===== src/rtl/alu_seq_pkg.sv =====
// alu_seq_pkg: shared types and defaults for the ALU command sequencer.
// It holds the ALU opcode enum, the sequencer state enum and the default register index width.
package alu_seq_pkg;
    localparam int DEF_REG_IDX_W = 3;
    typedef enum logic [1:0] {ALU_ADD = 2'b00, ALU_SUB = 2'b01, ALU_AND = 2'b10, ALU_NOT = 2'b11} alu_op_t;
    typedef enum logic [2:0] {S_IDLE, S_LOAD_A, S_LOAD_B, S_EXEC, S_WRITE} seq_state_t;
endpackage


===== src/rtl/alu_seq_decode.sv =====
// alu_seq_decode: Moore output decode of the sequencer state and the captured command fields.
// Inputs:  state_i, op_i, rd_i, rn_i, rm_i, wb_i (write-back enable for the captured command).
// Outputs: cmd_ready_o, readnum_o, loada_o, loadb_o, aluop_o, loadc_o, loads_o, writenum_o, write_o, done_o.
module alu_seq_decode
    import alu_seq_pkg::*;
#(
    parameter int REG_IDX_W = DEF_REG_IDX_W
) (
    input  seq_state_t           state_i,
    input  alu_op_t              op_i,
    input  logic [REG_IDX_W-1:0] rd_i,
    input  logic [REG_IDX_W-1:0] rn_i,
    input  logic [REG_IDX_W-1:0] rm_i,
    input  logic                 wb_i,
    output logic                 cmd_ready_o,
    output logic [REG_IDX_W-1:0] readnum_o,
    output logic                 loada_o,
    output logic                 loadb_o,
    output logic [1:0]           aluop_o,
    output logic                 loadc_o,
    output logic                 loads_o,
    output logic [REG_IDX_W-1:0] writenum_o,
    output logic                 write_o,
    output logic                 done_o
);
    always_comb begin
        cmd_ready_o = state_i == S_IDLE;
        loada_o     = state_i == S_LOAD_A;
        loadb_o     = state_i == S_LOAD_B;
        loadc_o     = state_i == S_EXEC;
        loads_o     = state_i == S_EXEC;
        done_o      = state_i == S_WRITE;
        write_o     = state_i == S_WRITE && wb_i;
        readnum_o   = loada_o ? rn_i : loadb_o ? rm_i : '0;
        aluop_o     = loadc_o ? op_i : ALU_ADD;
        writenum_o  = done_o ? rd_i : '0;
    end
endmodule


===== src/rtl/alu_op_sequencer.sv =====
// alu_op_sequencer: runs one ALU command at a time through read A, read B, execute, write back.
// Ports: clk, reset_n (async, active low); command side cmd_valid/cmd_ready with cmd_op, cmd_rd,
// cmd_rn, cmd_rm (and cmd_nowb when ALU_SEQ_CMP_EN is defined); datapath side readnum, loada,
// loadb, ALUop, loadc, loads, writenum, write; status done pulse and ops_cnt completed count.
// Build option ALU_SEQ_CMP_EN: adds cmd_nowb, a compare-only command that suppresses write.
module alu_op_sequencer
    import alu_seq_pkg::*;
#(
    parameter int REG_IDX_W = DEF_REG_IDX_W,
    parameter int CNT_W     = 16
) (
    input  logic                 clk,
    input  logic                 reset_n,
    input  logic                 cmd_valid,
    output logic                 cmd_ready,
    input  logic [1:0]           cmd_op,
    input  logic [REG_IDX_W-1:0] cmd_rd,
    input  logic [REG_IDX_W-1:0] cmd_rn,
    input  logic [REG_IDX_W-1:0] cmd_rm,
`ifdef ALU_SEQ_CMP_EN
    input  logic                 cmd_nowb,
`endif
    output logic [REG_IDX_W-1:0] readnum,
    output logic                 loada,
    output logic                 loadb,
    output logic [1:0]           ALUop,
    output logic                 loadc,
    output logic                 loads,
    output logic [REG_IDX_W-1:0] writenum,
    output logic                 write,
    output logic                 done,
    output logic [CNT_W-1:0]     ops_cnt
);
    seq_state_t           state_q, state_d;
    alu_op_t              op_q;
    logic [REG_IDX_W-1:0] rd_q, rn_q, rm_q;
    logic [CNT_W-1:0]     cnt_q;
    logic                 wb;
    logic                 accept;

    assign accept = cmd_valid && cmd_ready;

    always_comb begin
        state_d = state_q;
        case (state_q)
            S_IDLE:   state_d = !cmd_valid ? S_IDLE : alu_op_t'(cmd_op) == ALU_NOT ? S_LOAD_B : S_LOAD_A;
            S_LOAD_A: state_d = S_LOAD_B;
            S_LOAD_B: state_d = S_EXEC;
            S_EXEC:   state_d = S_WRITE;
            default:  state_d = S_IDLE;
        endcase
    end

    always_ff @(posedge clk or negedge reset_n) begin
        if (!reset_n) begin
            state_q <= S_IDLE;
            op_q    <= ALU_ADD;
            rd_q    <= '0;
            rn_q    <= '0;
            rm_q    <= '0;
            cnt_q   <= '0;
        end else begin
            state_q <= state_d;
            cnt_q   <= cnt_q + CNT_W'(done);
            if (accept) begin
                op_q <= alu_op_t'(cmd_op);
                rd_q <= cmd_rd;
                rn_q <= cmd_rn;
                rm_q <= cmd_rm;
            end
        end
    end

`ifdef ALU_SEQ_CMP_EN
    logic nowb_q;
    always_ff @(posedge clk or negedge reset_n) begin
        if (!reset_n) nowb_q <= 1'b0;
        else if (accept) nowb_q <= cmd_nowb;
    end
    assign wb = !nowb_q;
`else
    assign wb = 1'b1;
`endif

    assign ops_cnt = cnt_q;

    alu_seq_decode #(.REG_IDX_W(REG_IDX_W)) u_dec (
        .state_i     (state_q),
        .op_i        (op_q),
        .rd_i        (rd_q),
        .rn_i        (rn_q),
        .rm_i        (rm_q),
        .wb_i        (wb),
        .cmd_ready_o (cmd_ready),
        .readnum_o   (readnum),
        .loada_o     (loada),
        .loadb_o     (loadb),
        .aluop_o     (ALUop),
        .loadc_o     (loadc),
        .loads_o     (loads),
        .writenum_o  (writenum),
        .write_o     (write),
        .done_o      (done)
    );
endmodule


===== config.mk =====
export PLATFORM = sky130hd
export DESIGN_NAME = alu_op_sequencer
export DESIGN_NICKNAME = d
export VERILOG_FILES = /design/src/rtl/alu_seq_pkg.sv /design/src/rtl/alu_seq_decode.sv /design/src/rtl/alu_op_sequencer.sv
export SDC_FILE = /design/constraint.sdc
export NUM_CORES = 1
export LEC_CHECK = 0
export ABC_AREA = 1
export BUFFER_PORTS_ARGS = -buffer_cell sky130_fd_sc_hd__buf_2
export CORE_ASPECT_RATIO = 0.75
export CORE_MARGIN = 3
export CORE_UTILIZATION = 42
export DETAILED_ROUTE_END_ITERATION = 12
export PLACE_DENSITY = 0.74
export SETUP_SLACK_MARGIN = 0.2
export SLEW_MARGIN = 20
export SYNTH_ARGS = -nofsm -noshare
export SYNTH_HDL_FRONTEND = slang
export SYNTH_SLANG_ARGS = --single-unit

===== constraint.sdc =====
create_clock -name clk -period 3 [get_ports clk]
set_input_delay 0 -clock clk [delete_from_list [all_inputs] [get_ports clk]]
set_output_delay 0 -clock clk [all_outputs]
set_load 0.005 [all_outputs]

==> run metrics <==
HPWL reported at the end of detailed placement 2.293 mm; Fillers 299; number of distinct library cells after synthesis 19; quantity of gates resized following cts 0; worst path required time 3.16 ns; Max H-tree Level 2; Residual DRC 0; Post-Syn Area per Cell 8.082 um2; maximum resistive drop on vdd 0.0003827 V; netlist area before placement 1495 um2; total iterations of the first detailed-routing run 4; CTS clock-pin slew for the worst setup and hold paths 0.07 ns; sum of overflow across all layers after global routing 0; via total after detailed routing 1291; Total Routed Length 3.192 mm; Final Critical Period 1.903 ns; crit path launch type flip-flop; maximum clock skew at final layout 0.008587 ns; initial antenna violation count 0; Critical path buffers and inverters 2; count of synthesis-stage warnings from yosys 0; first-iteration detailed-routing DRC count 63; Layout area overhead 30.71%; final standard cell utilization of the core 58.24%; number of failing hold endpoints at the final stage 0; final setup fails 0; total global-route track usage 17.13%; share of the yosys chip area belonging to registers 50.21%; post-placement worst setup slack 1.092 ns; insertion delay to the later sink of the worst-skew pair 0.27 ns; synthesized netlist net count 202; normalized max-slew margin 56.82%; critical path class flip-flop to flip-flop; Hold Slack 0.09881 ns; Horiz. Die Dim 74.90 um; worst min-delay path category input pin to flip-flop; slowest stage delay, CP 0.40 ns; # port buffers 44; starting density of the core 44.56%; # rows 18; TritonCTS Sinks 30; most frequent cells in the layout 62 x sky130_fd_sc_hd__nand2_1, 44 x sky130_fd_sc_hd__buf_2, 30 x sky130_fd_sc_hd__dfrtp_1; kind of cell adding the most delay to the critical path simple AND/OR/NAND/NOR gates; Worst EP arrival 2.07 ns; largest net degree at the start of global routing 31; cell count after synthesis 185; Die ar. 4319 um2; leakage power of the design 1.092 nW; worst setup slack after layout 1.097 ns; result of the run complete, no violations; post-route antenna net violation count 0; maxcap violations 0; sequence of cells on the critical path nor2_1, inv_1, nor2_1, ha_1, ha_1, nand3_2, inv_1, nand2_1, o21ai_0, nand2_1; highest-delay cell along the critical path sky130_fd_sc_hd__dfrtp_1; share of the cycle needed by the critical path after routing 63.45%; area of the core 3356 um2; critical path endpoint category flip-flop; die extent in y 57.67 um; final setup TNS 0 ns; net total in the final layout 260; hold bufs inserted after CTS 12; maximum clock insertion buffer count 2; final weighted congestion in routability-driven placement 0.8369; ratio of cells with drive above 1 in the final layout 25.00%; number of placed I/O pins 45; power per cell area 709.5 nW/um2; CTS root buffer sky130_fd_sc_hd__clkbuf_8; wire length of the first global-routing pass 5.609 mm; post-synthesis register bit count 30; via/cell ratio 4.546; worst-path maximum fanout 5; vias in the first global route 1249; CTS tree done; final number of max-transition violations 0; number of buffers created by CTS 5; number of setup buffers added after CTS 0; worst-margin pin slew 0.6477 ns; antenna diode instance count 0; highest clock frequency the design can meet 0.5254 GHz; setup repair after global routing missed its margin false; average wire per cell in the routed design 11.24 um; most common cell after layout, fill and taps aside sky130_fd_sc_hd__nand2_1
## cell usage after synthesis, drive strengths merged
library cell,instances,area [um2]
buf,4,37.53
clkbuf,1,3.750
dfrtp,30,750.7
ha,3,37.54
inv,23,86.33
nand2,65,251.5
nand3,19,100.1
nand3b,1,7.510
nand4,3,18.77
nor2,25,116.4
o21ai,3,15.01
xnor2,3,26.28
xor2,5,43.79
## metrics by stage
step                instances  instance area, um2  power, mW
floorplan                 185                1495     0.8865
global placement          264                1724      1.007
detailed placement        264                1724      1.018
CTS                       284                1954      1.407
global route              284                1954      1.503
finish                    284                1954      1.387
## area by class of cell
type                            count  area, um2  area share (%)
Sequential cell                    30      750.7           38.41
Multi-Input combinational cell    127      616.8           31.56
Timing Repair Buffer               56      340.3           17.41
Clock buffer                        8      110.1           5.634
Inverter                           23      86.33           4.417
Tap cell                           40      50.05           2.561
## worst reg2reg max path, cell delays in order (launching register included)
cell                      delay [ns]
sky130_fd_sc_hd__dfrtp_1        0.40
sky130_fd_sc_hd__nor2_1         0.09
sky130_fd_sc_hd__inv_1          0.08
sky130_fd_sc_hd__nor2_1         0.26
sky130_fd_sc_hd__ha_1           0.24
sky130_fd_sc_hd__ha_1           0.20
sky130_fd_sc_hd__nand3_2        0.13
sky130_fd_sc_hd__inv_1          0.08
sky130_fd_sc_hd__nand2_1        0.08
sky130_fd_sc_hd__o21ai_0        0.17
sky130_fd_sc_hd__nand2_1        0.07
## sequential cells by signal, indices dropped and copies added (netlist names)
name     count
op_q         2
rm_q         3
state_q      3
rd_q         3
ops_cnt     16
rn_q         3
## layer usage
layer | vias to the layer above | track usage [%] | part of all wire, %
met5 | - | 0 | 0
met4 | 0 | 5.330 | 0.47
met3 | 2 | 4.679 | 3.0
met2 | 18 | 25.19 | 47
met1 | 594 | 24.69 | 50
li1 | 677 | - | -
## final timing paths
check | start | end | slack, ns | depth (start not counted)
setup / recovery | state_q[0]$_DFF_PN0_ | ops_cnt[10]$_DFF_PN0_ | 1.10 | 10
hold / removal | cmd_valid | op_q[0]$_DFFE_PN0P_ | 0.1 | 3
setup reg to reg | state_q[0]$_DFF_PN0_ | ops_cnt[10]$_DFF_PN0_ | 1.10 | 10
hold reg to reg | rm_q[2]$_DFFE_PN0P_ | rm_q[2]$_DFFE_PN0P_ | 0.47 | 2
max in group asynchronous | reset_n | rd_q[2]$_DFFE_PN0P_ | 2.29 | 2
min in group asynchronous | reset_n | ops_cnt[1]$_DFF_PN0_ | 0.29 | 2
## report_power, final
group          internal, mW  switching, mW
logic                 0.168          0.249
clock network         0.231          0.141
registers             0.518         0.0792
## cell families (layout without fill, tap and decap cells)
kind of cell / count (synthesis) / in the layout / synth area share [%]
xor gates and xnor gates: 8 / 8 / 4.686
buffers and inverters: 28 / 87 / 8.535
and+or+nand+nor: 113 / 113 / 33.05
DFF: 30 / 30 / 50.21
adders and majority gates: 3 / 3 / 2.511
AOI/OAI and AO/OA: 3 / 3 / 1.004
No activity file was read; power rests on OpenSTA's default activity.
